$ cat src/rtl/id_exe_pipe_reg_if.sv
// Purpose : ID->EXE bundle: ID handshake, decoded fields, EXE copies, hazard status, perf counters.
// Latency : none, wires only.
// Backpressure: exe_ready_in goes from EXE into the register. id_ready_out goes from the register back to ID.
// Ports   : master = ID/EXE environment side, slave = id_exe_pipe_reg side.
interface id_exe_pipe_reg_if #(
  parameter int ARQ              = 16,
  parameter int MEMORY_ADDR_SIZE = 13,
  parameter int NUM_SRC          = 3,
  parameter int REG_ADDR_W       = 4
);
  // ID side
  logic                          id_valid_in;
  logic                          id_ready_out;
  logic                          exe_ready_in;
  logic                          branch_taken;
  logic                          wb_en_in;
  logic                          rd_en_mem_in;
  logic                          wr_en_mem_in;
  logic                          mux_in;
  logic                          mux_mem_in;
  logic                          jop_lsb_in;
  logic                          jenable_in;
  logic                          pc_en_in;
  logic [1:0]                    alu_op_in;
  logic [NUM_SRC*ARQ-1:0]        src_in;
  logic [ARQ-1:0]                imm_in;
  logic [MEMORY_ADDR_SIZE-1:0]   jaddr_in;
  logic [REG_ADDR_W-1:0]         rd_addr_in;
  logic [NUM_SRC*REG_ADDR_W-1:0] rs_addr_in;
  logic [NUM_SRC-1:0]            rs_used_in;

  // EXE side
  logic                          wb_en_exe_out;
  logic                          rd_en_mem_exe_out;
  logic                          wr_en_mem_exe_out;
  logic                          mux_exe_out;
  logic                          mux_mem_exe_out;
  logic                          jop_lsb_exe_out;
  logic                          jenable_exe_out;
  logic                          pc_en_exe_out;
  logic [1:0]                    alu_op_exe_out;
  logic [NUM_SRC*ARQ-1:0]        src_exe_out;
  logic [ARQ-1:0]                imm_exe_out;
  logic [MEMORY_ADDR_SIZE-1:0]   jaddr_exe_out;
  logic [REG_ADDR_W-1:0]         rd_addr_exe_out;
  logic [NUM_SRC*REG_ADDR_W-1:0] rs_addr_exe_out;
  logic [NUM_SRC-1:0]            rs_used_exe_out;
  logic                          exe_valid_out;
  logic                          hazard_stall_out;
  logic [15:0]                   hazard_cnt_out;
  logic [15:0]                   flush_cnt_out;

  modport master (
    output id_valid_in, exe_ready_in, branch_taken,
    output wb_en_in, rd_en_mem_in, wr_en_mem_in, mux_in, mux_mem_in,
    output jop_lsb_in, jenable_in, pc_en_in, alu_op_in,
    output src_in, imm_in, jaddr_in, rd_addr_in, rs_addr_in, rs_used_in,
    input  id_ready_out,
    input  wb_en_exe_out, rd_en_mem_exe_out, wr_en_mem_exe_out, mux_exe_out,
    input  mux_mem_exe_out, jop_lsb_exe_out, jenable_exe_out, pc_en_exe_out,
    input  alu_op_exe_out, src_exe_out, imm_exe_out, jaddr_exe_out,
    input  rd_addr_exe_out, rs_addr_exe_out, rs_used_exe_out,
    input  exe_valid_out, hazard_stall_out, hazard_cnt_out, flush_cnt_out
  );

  modport slave (
    input  id_valid_in, exe_ready_in, branch_taken,
    input  wb_en_in, rd_en_mem_in, wr_en_mem_in, mux_in, mux_mem_in,
    input  jop_lsb_in, jenable_in, pc_en_in, alu_op_in,
    input  src_in, imm_in, jaddr_in, rd_addr_in, rs_addr_in, rs_used_in,
    output id_ready_out,
    output wb_en_exe_out, rd_en_mem_exe_out, wr_en_mem_exe_out, mux_exe_out,
    output mux_mem_exe_out, jop_lsb_exe_out, jenable_exe_out, pc_en_exe_out,
    output alu_op_exe_out, src_exe_out, imm_exe_out, jaddr_exe_out,
    output rd_addr_exe_out, rs_addr_exe_out, rs_used_exe_out,
    output exe_valid_out, hazard_stall_out, hazard_cnt_out, flush_cnt_out
  );
endinterface

$ cat src/rtl/id_exe_pipe_reg.sv
// Purpose : ARQ-bit ID->EXE pipeline register. It has a valid bit, downstream hold, branch flush,
//           and a load-use bubble FSM.
// Latency : 1 cycle from acceptance (id_valid_in & id_ready_out) to the EXE outputs.
// Backpressure: while exe_ready_in=0 all outputs and FSM state hold (branch_taken still flushes).
//           id_ready_out drops during hazard bubbles.
// Ports   : clk, rst (sync, active-low). Everything else goes through bus (id_exe_pipe_reg_if.slave).
// Option  : define ID_EXE_PERF_CNT_EN to build the saturating hazard/flush counters.
//           Without it, hazard_cnt_out and flush_cnt_out read 0.
module id_exe_pipe_reg #(
  parameter int ARQ               = 16,
  parameter int MEMORY_ADDR_SIZE  = 13,
  parameter int NUM_SRC           = 3,
  parameter int REG_ADDR_W        = 4,
  parameter int LOAD_STALL_CYCLES = 1
) (
  input  logic                clk,
  input  logic                rst,
  id_exe_pipe_reg_if.slave    bus
);

  localparam int CNT_W = 3;

  typedef enum logic {
    RUN   = 1'b0,
    STALL = 1'b1
  } state_t;

  // Everything latched into EXE. An all-zero value is a bubble.
  typedef struct packed {
    logic                          valid;
    logic                          wb_en;
    logic                          rd_en_mem;
    logic                          wr_en_mem;
    logic                          mux;
    logic                          mux_mem;
    logic                          jop_lsb;
    logic                          jenable;
    logic                          pc_en;
    logic [1:0]                    alu_op;
    logic [NUM_SRC*ARQ-1:0]        src;
    logic [ARQ-1:0]                imm;
    logic [MEMORY_ADDR_SIZE-1:0]   jaddr;
    logic [REG_ADDR_W-1:0]         rd_addr;
    logic [NUM_SRC*REG_ADDR_W-1:0] rs_addr;
    logic [NUM_SRC-1:0]            rs_used;
  } exe_t;

  exe_t             ex_q;
  exe_t             ex_d;
  exe_t             id_pl;
  state_t           state_q;
  state_t           state_d;
  logic [CNT_W-1:0] cnt_q;
  logic [CNT_W-1:0] cnt_d;
  logic             src_match;
  logic             hazard;
  logic             hazard_stall;

  always_comb begin
    id_pl           = '0;
    id_pl.valid     = 1'b1;
    id_pl.wb_en     = bus.wb_en_in;
    id_pl.rd_en_mem = bus.rd_en_mem_in;
    id_pl.wr_en_mem = bus.wr_en_mem_in;
    id_pl.mux       = bus.mux_in;
    id_pl.mux_mem   = bus.mux_mem_in;
    id_pl.jop_lsb   = bus.jop_lsb_in;
    id_pl.jenable   = bus.jenable_in;
    id_pl.pc_en     = bus.pc_en_in;
    id_pl.alu_op    = bus.alu_op_in;
    id_pl.src       = bus.src_in;
    id_pl.imm       = bus.imm_in;
    id_pl.jaddr     = bus.jaddr_in;
    id_pl.rd_addr   = bus.rd_addr_in;
    id_pl.rs_addr   = bus.rs_addr_in;
    id_pl.rs_used   = bus.rs_used_in;
  end

  // A source that ID actually reads matches the destination of the load now in EXE.
  always_comb begin
    src_match = 1'b0;
    for (int i = 0; i < NUM_SRC; i++) begin
      if (bus.rs_used_in[i] &&
          (bus.rs_addr_in[i*REG_ADDR_W +: REG_ADDR_W] == ex_q.rd_addr)) begin
        src_match = 1'b1;
      end
    end
  end

  // Load data is not ready until after EXE. A dependent instruction in ID must wait.
  // Register 0 is hard-wired, so it never creates a dependency.
  assign hazard = (state_q == RUN) && ex_q.valid && ex_q.rd_en_mem && ex_q.wb_en &&
                  (ex_q.rd_addr != '0) && bus.id_valid_in && src_match;

  // A flush always completes in one edge, so ID is never blocked while branch_taken is high.
  assign bus.id_ready_out = bus.branch_taken |
                            (bus.exe_ready_in & (state_q == RUN) & ~hazard);
  assign hazard_stall     = ~bus.branch_taken & bus.exe_ready_in &
                            (hazard | (state_q == STALL));
  assign bus.hazard_stall_out = hazard_stall;

  always_comb begin
    ex_d    = ex_q;
    state_d = state_q;
    cnt_d   = cnt_q;
    if (bus.branch_taken) begin
      ex_d    = '0;
      state_d = RUN;
      cnt_d   = '0;
    end else if (bus.exe_ready_in) begin
      if (hazard) begin
        ex_d = '0;
        // The hazard edge is the first bubble. STALL supplies the rest.
        if (LOAD_STALL_CYCLES > 1) begin
          state_d = STALL;
          cnt_d   = CNT_W'(LOAD_STALL_CYCLES - 1);
        end
      end else if (state_q == STALL) begin
        ex_d = '0;
        if (cnt_q == CNT_W'(1)) begin
          state_d = RUN;
          cnt_d   = '0;
        end else begin
          cnt_d = cnt_q - CNT_W'(1);
        end
      end else if (bus.id_valid_in) begin
        ex_d = id_pl;
      end else begin
        ex_d = '0;
      end
    end
  end

  always_ff @(posedge clk) begin
    if (!rst) begin
      ex_q    <= '0;
      state_q <= RUN;
      cnt_q   <= '0;
    end else begin
      ex_q    <= ex_d;
      state_q <= state_d;
      cnt_q   <= cnt_d;
    end
  end

  assign bus.exe_valid_out     = ex_q.valid;
  assign bus.wb_en_exe_out     = ex_q.wb_en;
  assign bus.rd_en_mem_exe_out = ex_q.rd_en_mem;
  assign bus.wr_en_mem_exe_out = ex_q.wr_en_mem;
  assign bus.mux_exe_out       = ex_q.mux;
  assign bus.mux_mem_exe_out   = ex_q.mux_mem;
  assign bus.jop_lsb_exe_out   = ex_q.jop_lsb;
  assign bus.jenable_exe_out   = ex_q.jenable;
  assign bus.pc_en_exe_out     = ex_q.pc_en;
  assign bus.alu_op_exe_out    = ex_q.alu_op;
  assign bus.src_exe_out       = ex_q.src;
  assign bus.imm_exe_out       = ex_q.imm;
  assign bus.jaddr_exe_out     = ex_q.jaddr;
  assign bus.rd_addr_exe_out   = ex_q.rd_addr;
  assign bus.rs_addr_exe_out   = ex_q.rs_addr;
  assign bus.rs_used_exe_out   = ex_q.rs_used;

`ifdef ID_EXE_PERF_CNT_EN
  logic [15:0] haz_cnt_q;
  logic [15:0] flush_cnt_q;

  // Each counter saturates rather than wraps, so a long run never reads as a small count.
  always_ff @(posedge clk) begin
    if (!rst) begin
      haz_cnt_q   <= '0;
      flush_cnt_q <= '0;
    end else begin
      if (hazard_stall && (haz_cnt_q != 16'hFFFF)) begin
        haz_cnt_q <= haz_cnt_q + 16'd1;
      end
      if (bus.branch_taken && (flush_cnt_q != 16'hFFFF)) begin
        flush_cnt_q <= flush_cnt_q + 16'd1;
      end
    end
  end

  assign bus.hazard_cnt_out = haz_cnt_q;
  assign bus.flush_cnt_out  = flush_cnt_q;
`else
  assign bus.hazard_cnt_out = 16'd0;
  assign bus.flush_cnt_out  = 16'd0;
`endif

endmodule
$ cat src/flat_wrapper.sv
// flat-port wrapper written by rule: the top's interface ports become plain ports
module id_exe_pipe_reg_flat 
#(
  parameter int ARQ               = 16,
  parameter int MEMORY_ADDR_SIZE  = 13,
  parameter int NUM_SRC           = 3,
  parameter int REG_ADDR_W        = 4,
  parameter int LOAD_STALL_CYCLES = 1
)
  (clk, rst, bus_id_valid_in, bus_exe_ready_in, bus_branch_taken, bus_wb_en_in, bus_rd_en_mem_in, bus_wr_en_mem_in, bus_mux_in, bus_mux_mem_in, bus_jop_lsb_in, bus_jenable_in, bus_pc_en_in, bus_alu_op_in, bus_src_in, bus_imm_in, bus_jaddr_in, bus_rd_addr_in, bus_rs_addr_in, bus_rs_used_in, bus_id_ready_out, bus_wb_en_exe_out, bus_rd_en_mem_exe_out, bus_wr_en_mem_exe_out, bus_mux_exe_out, bus_mux_mem_exe_out, bus_jop_lsb_exe_out, bus_jenable_exe_out, bus_pc_en_exe_out, bus_alu_op_exe_out, bus_src_exe_out, bus_imm_exe_out, bus_jaddr_exe_out, bus_rd_addr_exe_out, bus_rs_addr_exe_out, bus_rs_used_exe_out, bus_exe_valid_out, bus_hazard_stall_out, bus_hazard_cnt_out, bus_flush_cnt_out);
  id_exe_pipe_reg_if #(.ARQ(ARQ), .MEMORY_ADDR_SIZE(MEMORY_ADDR_SIZE), .NUM_SRC(NUM_SRC), .REG_ADDR_W(REG_ADDR_W)) bus_i ();
  input  logic clk;
  input  logic rst;
  input wire logic [$bits(bus_i.id_valid_in)-1:0] bus_id_valid_in;
  input wire logic [$bits(bus_i.exe_ready_in)-1:0] bus_exe_ready_in;
  input wire logic [$bits(bus_i.branch_taken)-1:0] bus_branch_taken;
  input wire logic [$bits(bus_i.wb_en_in)-1:0] bus_wb_en_in;
  input wire logic [$bits(bus_i.rd_en_mem_in)-1:0] bus_rd_en_mem_in;
  input wire logic [$bits(bus_i.wr_en_mem_in)-1:0] bus_wr_en_mem_in;
  input wire logic [$bits(bus_i.mux_in)-1:0] bus_mux_in;
  input wire logic [$bits(bus_i.mux_mem_in)-1:0] bus_mux_mem_in;
  input wire logic [$bits(bus_i.jop_lsb_in)-1:0] bus_jop_lsb_in;
  input wire logic [$bits(bus_i.jenable_in)-1:0] bus_jenable_in;
  input wire logic [$bits(bus_i.pc_en_in)-1:0] bus_pc_en_in;
  input wire logic [$bits(bus_i.alu_op_in)-1:0] bus_alu_op_in;
  input wire logic [$bits(bus_i.src_in)-1:0] bus_src_in;
  input wire logic [$bits(bus_i.imm_in)-1:0] bus_imm_in;
  input wire logic [$bits(bus_i.jaddr_in)-1:0] bus_jaddr_in;
  input wire logic [$bits(bus_i.rd_addr_in)-1:0] bus_rd_addr_in;
  input wire logic [$bits(bus_i.rs_addr_in)-1:0] bus_rs_addr_in;
  input wire logic [$bits(bus_i.rs_used_in)-1:0] bus_rs_used_in;
  output wire logic [$bits(bus_i.id_ready_out)-1:0] bus_id_ready_out;
  output wire logic [$bits(bus_i.wb_en_exe_out)-1:0] bus_wb_en_exe_out;
  output wire logic [$bits(bus_i.rd_en_mem_exe_out)-1:0] bus_rd_en_mem_exe_out;
  output wire logic [$bits(bus_i.wr_en_mem_exe_out)-1:0] bus_wr_en_mem_exe_out;
  output wire logic [$bits(bus_i.mux_exe_out)-1:0] bus_mux_exe_out;
  output wire logic [$bits(bus_i.mux_mem_exe_out)-1:0] bus_mux_mem_exe_out;
  output wire logic [$bits(bus_i.jop_lsb_exe_out)-1:0] bus_jop_lsb_exe_out;
  output wire logic [$bits(bus_i.jenable_exe_out)-1:0] bus_jenable_exe_out;
  output wire logic [$bits(bus_i.pc_en_exe_out)-1:0] bus_pc_en_exe_out;
  output wire logic [$bits(bus_i.alu_op_exe_out)-1:0] bus_alu_op_exe_out;
  output wire logic [$bits(bus_i.src_exe_out)-1:0] bus_src_exe_out;
  output wire logic [$bits(bus_i.imm_exe_out)-1:0] bus_imm_exe_out;
  output wire logic [$bits(bus_i.jaddr_exe_out)-1:0] bus_jaddr_exe_out;
  output wire logic [$bits(bus_i.rd_addr_exe_out)-1:0] bus_rd_addr_exe_out;
  output wire logic [$bits(bus_i.rs_addr_exe_out)-1:0] bus_rs_addr_exe_out;
  output wire logic [$bits(bus_i.rs_used_exe_out)-1:0] bus_rs_used_exe_out;
  output wire logic [$bits(bus_i.exe_valid_out)-1:0] bus_exe_valid_out;
  output wire logic [$bits(bus_i.hazard_stall_out)-1:0] bus_hazard_stall_out;
  output wire logic [$bits(bus_i.hazard_cnt_out)-1:0] bus_hazard_cnt_out;
  output wire logic [$bits(bus_i.flush_cnt_out)-1:0] bus_flush_cnt_out;
  assign bus_i.id_valid_in = bus_id_valid_in;
  assign bus_i.exe_ready_in = bus_exe_ready_in;
  assign bus_i.branch_taken = bus_branch_taken;
  assign bus_i.wb_en_in = bus_wb_en_in;
  assign bus_i.rd_en_mem_in = bus_rd_en_mem_in;
  assign bus_i.wr_en_mem_in = bus_wr_en_mem_in;
  assign bus_i.mux_in = bus_mux_in;
  assign bus_i.mux_mem_in = bus_mux_mem_in;
  assign bus_i.jop_lsb_in = bus_jop_lsb_in;
  assign bus_i.jenable_in = bus_jenable_in;
  assign bus_i.pc_en_in = bus_pc_en_in;
  assign bus_i.alu_op_in = bus_alu_op_in;
  assign bus_i.src_in = bus_src_in;
  assign bus_i.imm_in = bus_imm_in;
  assign bus_i.jaddr_in = bus_jaddr_in;
  assign bus_i.rd_addr_in = bus_rd_addr_in;
  assign bus_i.rs_addr_in = bus_rs_addr_in;
  assign bus_i.rs_used_in = bus_rs_used_in;
  assign bus_id_ready_out = bus_i.id_ready_out;
  assign bus_wb_en_exe_out = bus_i.wb_en_exe_out;
  assign bus_rd_en_mem_exe_out = bus_i.rd_en_mem_exe_out;
  assign bus_wr_en_mem_exe_out = bus_i.wr_en_mem_exe_out;
  assign bus_mux_exe_out = bus_i.mux_exe_out;
  assign bus_mux_mem_exe_out = bus_i.mux_mem_exe_out;
  assign bus_jop_lsb_exe_out = bus_i.jop_lsb_exe_out;
  assign bus_jenable_exe_out = bus_i.jenable_exe_out;
  assign bus_pc_en_exe_out = bus_i.pc_en_exe_out;
  assign bus_alu_op_exe_out = bus_i.alu_op_exe_out;
  assign bus_src_exe_out = bus_i.src_exe_out;
  assign bus_imm_exe_out = bus_i.imm_exe_out;
  assign bus_jaddr_exe_out = bus_i.jaddr_exe_out;
  assign bus_rd_addr_exe_out = bus_i.rd_addr_exe_out;
  assign bus_rs_addr_exe_out = bus_i.rs_addr_exe_out;
  assign bus_rs_used_exe_out = bus_i.rs_used_exe_out;
  assign bus_exe_valid_out = bus_i.exe_valid_out;
  assign bus_hazard_stall_out = bus_i.hazard_stall_out;
  assign bus_hazard_cnt_out = bus_i.hazard_cnt_out;
  assign bus_flush_cnt_out = bus_i.flush_cnt_out;
  id_exe_pipe_reg #(.ARQ(ARQ), .MEMORY_ADDR_SIZE(MEMORY_ADDR_SIZE), .NUM_SRC(NUM_SRC), .REG_ADDR_W(REG_ADDR_W), .LOAD_STALL_CYCLES(LOAD_STALL_CYCLES)) u_core (.clk(clk), .rst(rst), .bus(bus_i));
endmodule
$ cat config.mk
export PLATFORM = sky130hd
export DESIGN_NAME = id_exe_pipe_reg_flat
export DESIGN_NICKNAME = d
export VERILOG_FILES = /design/src/rtl/id_exe_pipe_reg_if.sv /design/src/rtl/id_exe_pipe_reg.sv /design/src/flat_wrapper.sv
export SDC_FILE = /design/constraint.sdc
export NUM_CORES = 1
export LEC_CHECK = 0
export ABC_AREA = 1
export CAP_MARGIN = 0
export CORE_MARGIN = 2
export CORE_UTILIZATION = 30
export DETAILED_ROUTE_END_ITERATION = 8
export GPL_TIMING_DRIVEN = 0
export SETUP_SLACK_MARGIN = 0.05
export SLEW_MARGIN = 20
export SYNTH_ARGS = -nofsm -noshare
export SYNTH_HDL_FRONTEND = slang
export SYNTH_SLANG_ARGS = --single-unit
$ cat constraint.sdc
create_clock -name clk -period 2.33 [get_ports clk]
set_input_delay 0.699 -clock clk [delete_from_list [all_inputs] [get_ports clk]]
set_output_delay 0.699 -clock clk [all_outputs]
set_load 0.01 [all_outputs]
Word level (Yosys, flattened, before mapping):

Cells that the tools add are included.

* add/sub/neg operators: 1
* equality and inequality tests: 4
* mux-type cells: 9
* bitwise logic cells: 10
* reduce and logical (&&, ||, !) cells: 13

Operator list (count)
* two-way mux 107 bit: 3
* == test 4 bit: 3
* logical AND 1 bit: 9
* two-way mux 1 bit: 5
* bitwise AND 1 bit: 4
* inverter 1 bit: 4
* nonzero test 4 bit: 1
* == test 3 x 1 -> 1 bit, second input constant: 1
* two-way mux 3 bit: 1
* AND reduction 3 bit: 1
* subtractor 3 x 1 -> 3 bit, second input constant: 1
* bitwise OR 1 bit: 2
* AND reduction 2 bit: 1
* OR reduction 2 bit: 1

* register bits: 111
* input bits: 111
* output and inout port bits: 141
* word-level logic and storage cells: 55

Logic depth before layout (Yosys ltp):

* depth after elaboration: 10
* gate-level depth with buffers: 13
* depth with buffers taken out: 11

Worst setup path after synthesis:

No wires, ideal clock.

* kind: input-to-output
* start: input bus_id_valid_in
* end: output bus_hazard_stall_out
* arrival: 1.713 ns
* required time: 1.631 ns
* path slack: -0.082 ns
* stages: 7
* path buffers: 1
* cells stage by stage: inv_1 nor2_4 nand4_1 nor2_1 nand2_2 buf_2 a211oi_1

* cells in the longest elaborated chain, start to end: 4

RTL lines
* from (decl): line flat_wrapper.sv:14 `input wire logic [$bits(bus_i.id_valid_in)-1:0] bus_id_valid_in;`
* logical AND 1 bit (2 in a row): line id_exe_pipe_reg.sv:93 `(ex_q.rd_addr != '0) && bus.id_valid_in && src_match;`
* bitwise OR 1 bit: line id_exe_pipe_reg.sv:99 `(hazard | (state_q == STALL));`
* bitwise AND 1 bit: line id_exe_pipe_reg.sv:98 `assign hazard_stall = ~bus.branch_taken & bus.exe_ready_in &`
* to (decl): line flat_wrapper.sv:49 `output wire logic [$bits(bus_i.hazard_stall_out)-1:0] bus_hazard_stall_out;`

No other way between the ends.

Final worst setup path:

* start: register u_core.ex_q (netlist bit u_core.bus.rd_addr_exe_out[2])
* end: output bus_hazard_stall_out

* cells in the longest elaborated chain, start to end: 8
* elaborated cells between the ends (all ways): 15
* classes of those cells: eq/ne (3); mux (3); bitwise (2); reduce/logical (7)

RTL lines
* from (decl): line id_exe_pipe_reg.sv:48 `exe_t ex_q;`
* from (signal assigned): line id_exe_pipe_reg.sv:136 `ex_q <= '0;`
* from (signal assigned): line id_exe_pipe_reg.sv:140 `ex_q <= ex_d;`
* == test 4 bit: line id_exe_pipe_reg.sv:84 `(bus.rs_addr_in[i*REG_ADDR_W +: REG_ADDR_W] == ex_q.rd_addr)) begin`
* logical AND 1 bit: line id_exe_pipe_reg.sv:83 `if (bus.rs_used_in[i] &&`
* two-way mux 1 bit (3 in a row): line id_exe_pipe_reg.sv:83
* logical AND 1 bit *: line id_exe_pipe_reg.sv:93
* bitwise OR 1 bit *: line id_exe_pipe_reg.sv:99
* bitwise AND 1 bit *: line id_exe_pipe_reg.sv:98

Mark *: on every way between the ends. The rest lies on a longest branch, timed or not.

==> reports/results.tsv <==
stage	metric	value	unit
logic_synthesis	ys_ff_latch	111	
logic_synthesis	ys_seq_area_share	46.3	%
flow_run	drv_cap	0	
grt	grt_pass1_wl	24.5	mm
clock_tree	cts-root-buf	clkbuf_16	
detailed_routing	via_count	5058	
detailed_routing	wl_per_cell	14.8	um
floorplanning	io-pin-count	252	
floorplanning	start_util	30.5	%
clock_tree	clk_latency	350	ps
detailed_routing	first_pass_iters	4	
power_and_ir_drop	ir_drop	0.324	mV
sta	grt_setup_unrepaired	true	
power_and_ir_drop	powerDensity	550	mW/mm^2
sta	fin_ws	-68.9	ps
logic_synthesis	yosysTopAreaCell	dfxtp_1	
sta	fmax	417	MHz
logic_synthesis	synth_warnings	0	
setup_path	end_kind	output port	
logic_synthesis	syn_area	0.00480	mm^2
grt	globalRouteOverflowTotal	0	
floorplanning	die_x	131	um
run_status	violations	setup timing	
layout	final_util	49.3	%
floorplanning	core_area	0.0158	mm^2
logic_synthesis	synthCells	612	
layout	finish.net_count	995	
sta	tightestPinTransition	741	ps
clock_tree	cts_buffer_depth	2	
setup_path	crit_arrival	1700	ps
power_and_ir_drop	p_leak	0.00286	uW
layout	syn2layout_area_growth	62.0	%
logic_synthesis	syn_avg_cell_area	7.85	um^2
layout	drive_gt1_share	13.4	%
detailed_routing	routed_wl	16.3	mm
placement	portBuffers	218	
floorplanning	dieHeight	131	um
run_status	status	complete, but fails checks	
detailed_routing	drc_errors	0	
grt	antenna_found_initial	0	
sta	slew_headroom	50.6	%
grt	first_global_vias	4683	
grt	grtUsageTotal	18.5	%
logic_synthesis	synth_ff_type	dfxtp_1	
logic_synthesis	synth.top_cell.area_share	46.3	%
clock_tree	htreeDepth	3	
setup_path	worst-path-max-fanout	6	
logic_synthesis	synth_edf_count	0	
setup_path	start_kind	flop	
sta	setup_viol	1	
clock_tree	cts.sinks	111	
floorplanning	fp-row-count	46	
clock_tree	cts_tree	yes	
detailed_routing	drt_iter0_drc	225	
floorplanning	dieArea	0.0170	mm^2
placement	gp_congestion	0.787	
detailed_routing	drtAntennaViolNets	0	
detailed_routing	avgViaCountPerCell	4.58	
sta	fin_skew	7.04	ps
sta	finalMaxSlewViolations	0	
setup_path	path_class	flop to output port	
sta	period_share	103	%
logic_synthesis	synth_async_sr_flop_share	0	%
sta	period_needed	2400	ps
clock_tree	numCtsBuffers	9	
placement	dp_hpwl	11.7	mm
sta	final_hold_viol_count	0	
grt	grt_max_degree	20	
clock_tree	clk_pin_slew	80	ps
min_path	hold_class	flop to flop	
logic_synthesis	synth_cell_type_count	24	
logic_synthesis	synth_area_leaders	dfxtp_1, nand4_1, a21oi_1	
setup_path	required	1630	ps
sta	holdWs	465	ps
[layout make-up]
class / count / area (um^2)
antenna: 1 / 2.50
buffer: 89 / 569
clock buffer: 9 / 225
clock inverter: 7 / 104
fill: 1608 / 7990
inverter: 20 / 77.6
multi-input combinational: 421 / 2090
sequential: 111 / 2230
tap: 216 / 270
timing repair buffer: 230 / 2210
[cells by family (layout without fill, tap and decap cells)]
| kind of cell | count (synthesis) | in the layout | synth area share, % |
|---|---|---|---|
| AO/OA/AOI/OAI | 112 | 112 | 11.7 |
| buffers and inverters | 111 | 355 | 13.4 |
| AND/OR/NAND/NOR | 272 | 272 | 27.5 |
| flip-flops | 111 | 111 | 46.3 |
| other | 1 | 33 | 0.0781 |
| XOR/XNOR | 3 | 3 | 0.547 |
| adder cells (fa/ha/maj) | 2 | 2 | 0.521 |
[routing by layer]
metal	share of wire, %	track usage, %	up-vias
met5	0	0	-
li1	-	-	2611
met4	1.5	6.63	0
met3	7.2	4.85	15
met1	44	24.0	2269
met2	47	29.6	163
[synth_stat cells, drive strengths merged, types with 2 or more instances]
master and instances:
a21oi 108, nand2 136, o21ai 3, nor2 17, inv 20, nand3 10
buf 59, clkbuf 32, nand4 108, ha 2, dfxtp 111, xnor2 2
[metrics by stage]
stage	setup slack, ps	setup TNS (ps)	instances	power (uW)	cell area (um^2)
after floorplan	53.1	0	643	2260	4940
after global placement	-1260	-27080	1077	2610	7390
after detailed placement	-1260	-27610	1077	2610	7390
after CTS	-55.3	-55.3	1100	4320	7740
after global routing	-154	-225	1103	4460	7780
final	-68.9	-68.9	1104	4280	7780
[state kept, by name (all words and copies together) (netlist names)]
register	cells
u_core.bus.mux_mem_exe_out	1
u_core.cnt_q	3
u_core.bus.alu_op_exe_out	2
u_core.bus.imm_exe_out	16
u_core.bus.jop_lsb_exe_out	1
u_core.bus.pc_en_exe_out	1
u_core.bus.mux_exe_out	1
u_core.bus.src_exe_out	48
u_core.bus.wr_en_mem_exe_out	1
u_core.bus.wb_en_exe_out	1
u_core.bus.rs_used_exe_out	3
u_core.bus.exe_valid_out	1
u_core.state_q	1
u_core.bus.jenable_exe_out	1
u_core.bus.rd_en_mem_exe_out	1
u_core.bus.rs_addr_exe_out	12
u_core.bus.rd_addr_exe_out	4
u_core.bus.jaddr_exe_out	13
[worst max-delay path: stages (launching register included)]
cell	delay, ps
dfxtp_2	330
buf_6	130
buf_4	130
xnor2_1	120
nand3_1	100
nand3_2	100
nand2_4	90
a211oi_4	200
buf_2	160
[cell usage in the layout, fill, tap and decap left out, drive strengths merged]
master / Yosys / layout
conb: 1 / 32
o21ai: 3 / 3
clkdlybuf4s50: 0 / 200
nand2: 136 / 136
buf: 59 / 82
nor4: 1 / 1
clkinvlp: 0 / 2
nor2: 17 / 17
a211oi: 1 / 1
a21oi: 108 / 108
xnor2: 2 / 2
clkbuf: 32 / 43
dfxtp: 111 / 111
diode: 0 / 1
inv: 20 / 22
ha: 2 / 2
clkdlybuf4s15: 0 / 3
nand3: 10 / 10
bufinv: 0 / 2
nand4: 108 / 108
clkinv: 0 / 1
xor2: 1 / 1
[power by group]
| part | leakage [uW] | switching (uW) | internal [uW] | total [uW] |
|---|---|---|---|---|
| combinational | 0.00180 | 286 | 324 | 610 |
| clock | 0.000154 | 758 | 957 | 1720 |
| sequential | 0.000901 | 20.8 | 1930 | 1950 |
| total | 0.00286 | 1070 | 3210 | 4280 |
[timing repair]
item,4_1_cts,5_1_grt
pin swaps,17,5
endpoints found under the setup margin,13,32
hold buffers,0,0
buffers inserted,9,3
gates resized for setup,86,9
[final timing paths]
| check | from | endpoint | slack, ps | cells after the start |
|---|---|---|---|---|
| max | u_core.bus.rd_addr_exe_out[2]$_SDFFE_PP0P_ | bus_hazard_stall_out | -70 | 8 |
| min | u_core.bus.src_exe_out[15]$_SDFFE_PP0P_ | u_core.bus.src_exe_out[15]$_SDFFE_PP0P_ | 470 | 2 |
| max reg2reg | u_core.state_q$_SDFFE_PP0P_ | u_core.bus.src_exe_out[15]$_SDFFE_PP0P_ | 240 | 11 |
| min reg2reg | u_core.bus.src_exe_out[15]$_SDFFE_PP0P_ | u_core.bus.src_exe_out[15]$_SDFFE_PP0P_ | 470 | 2 |
Note: power is estimated with default switching activity, not from simulation.
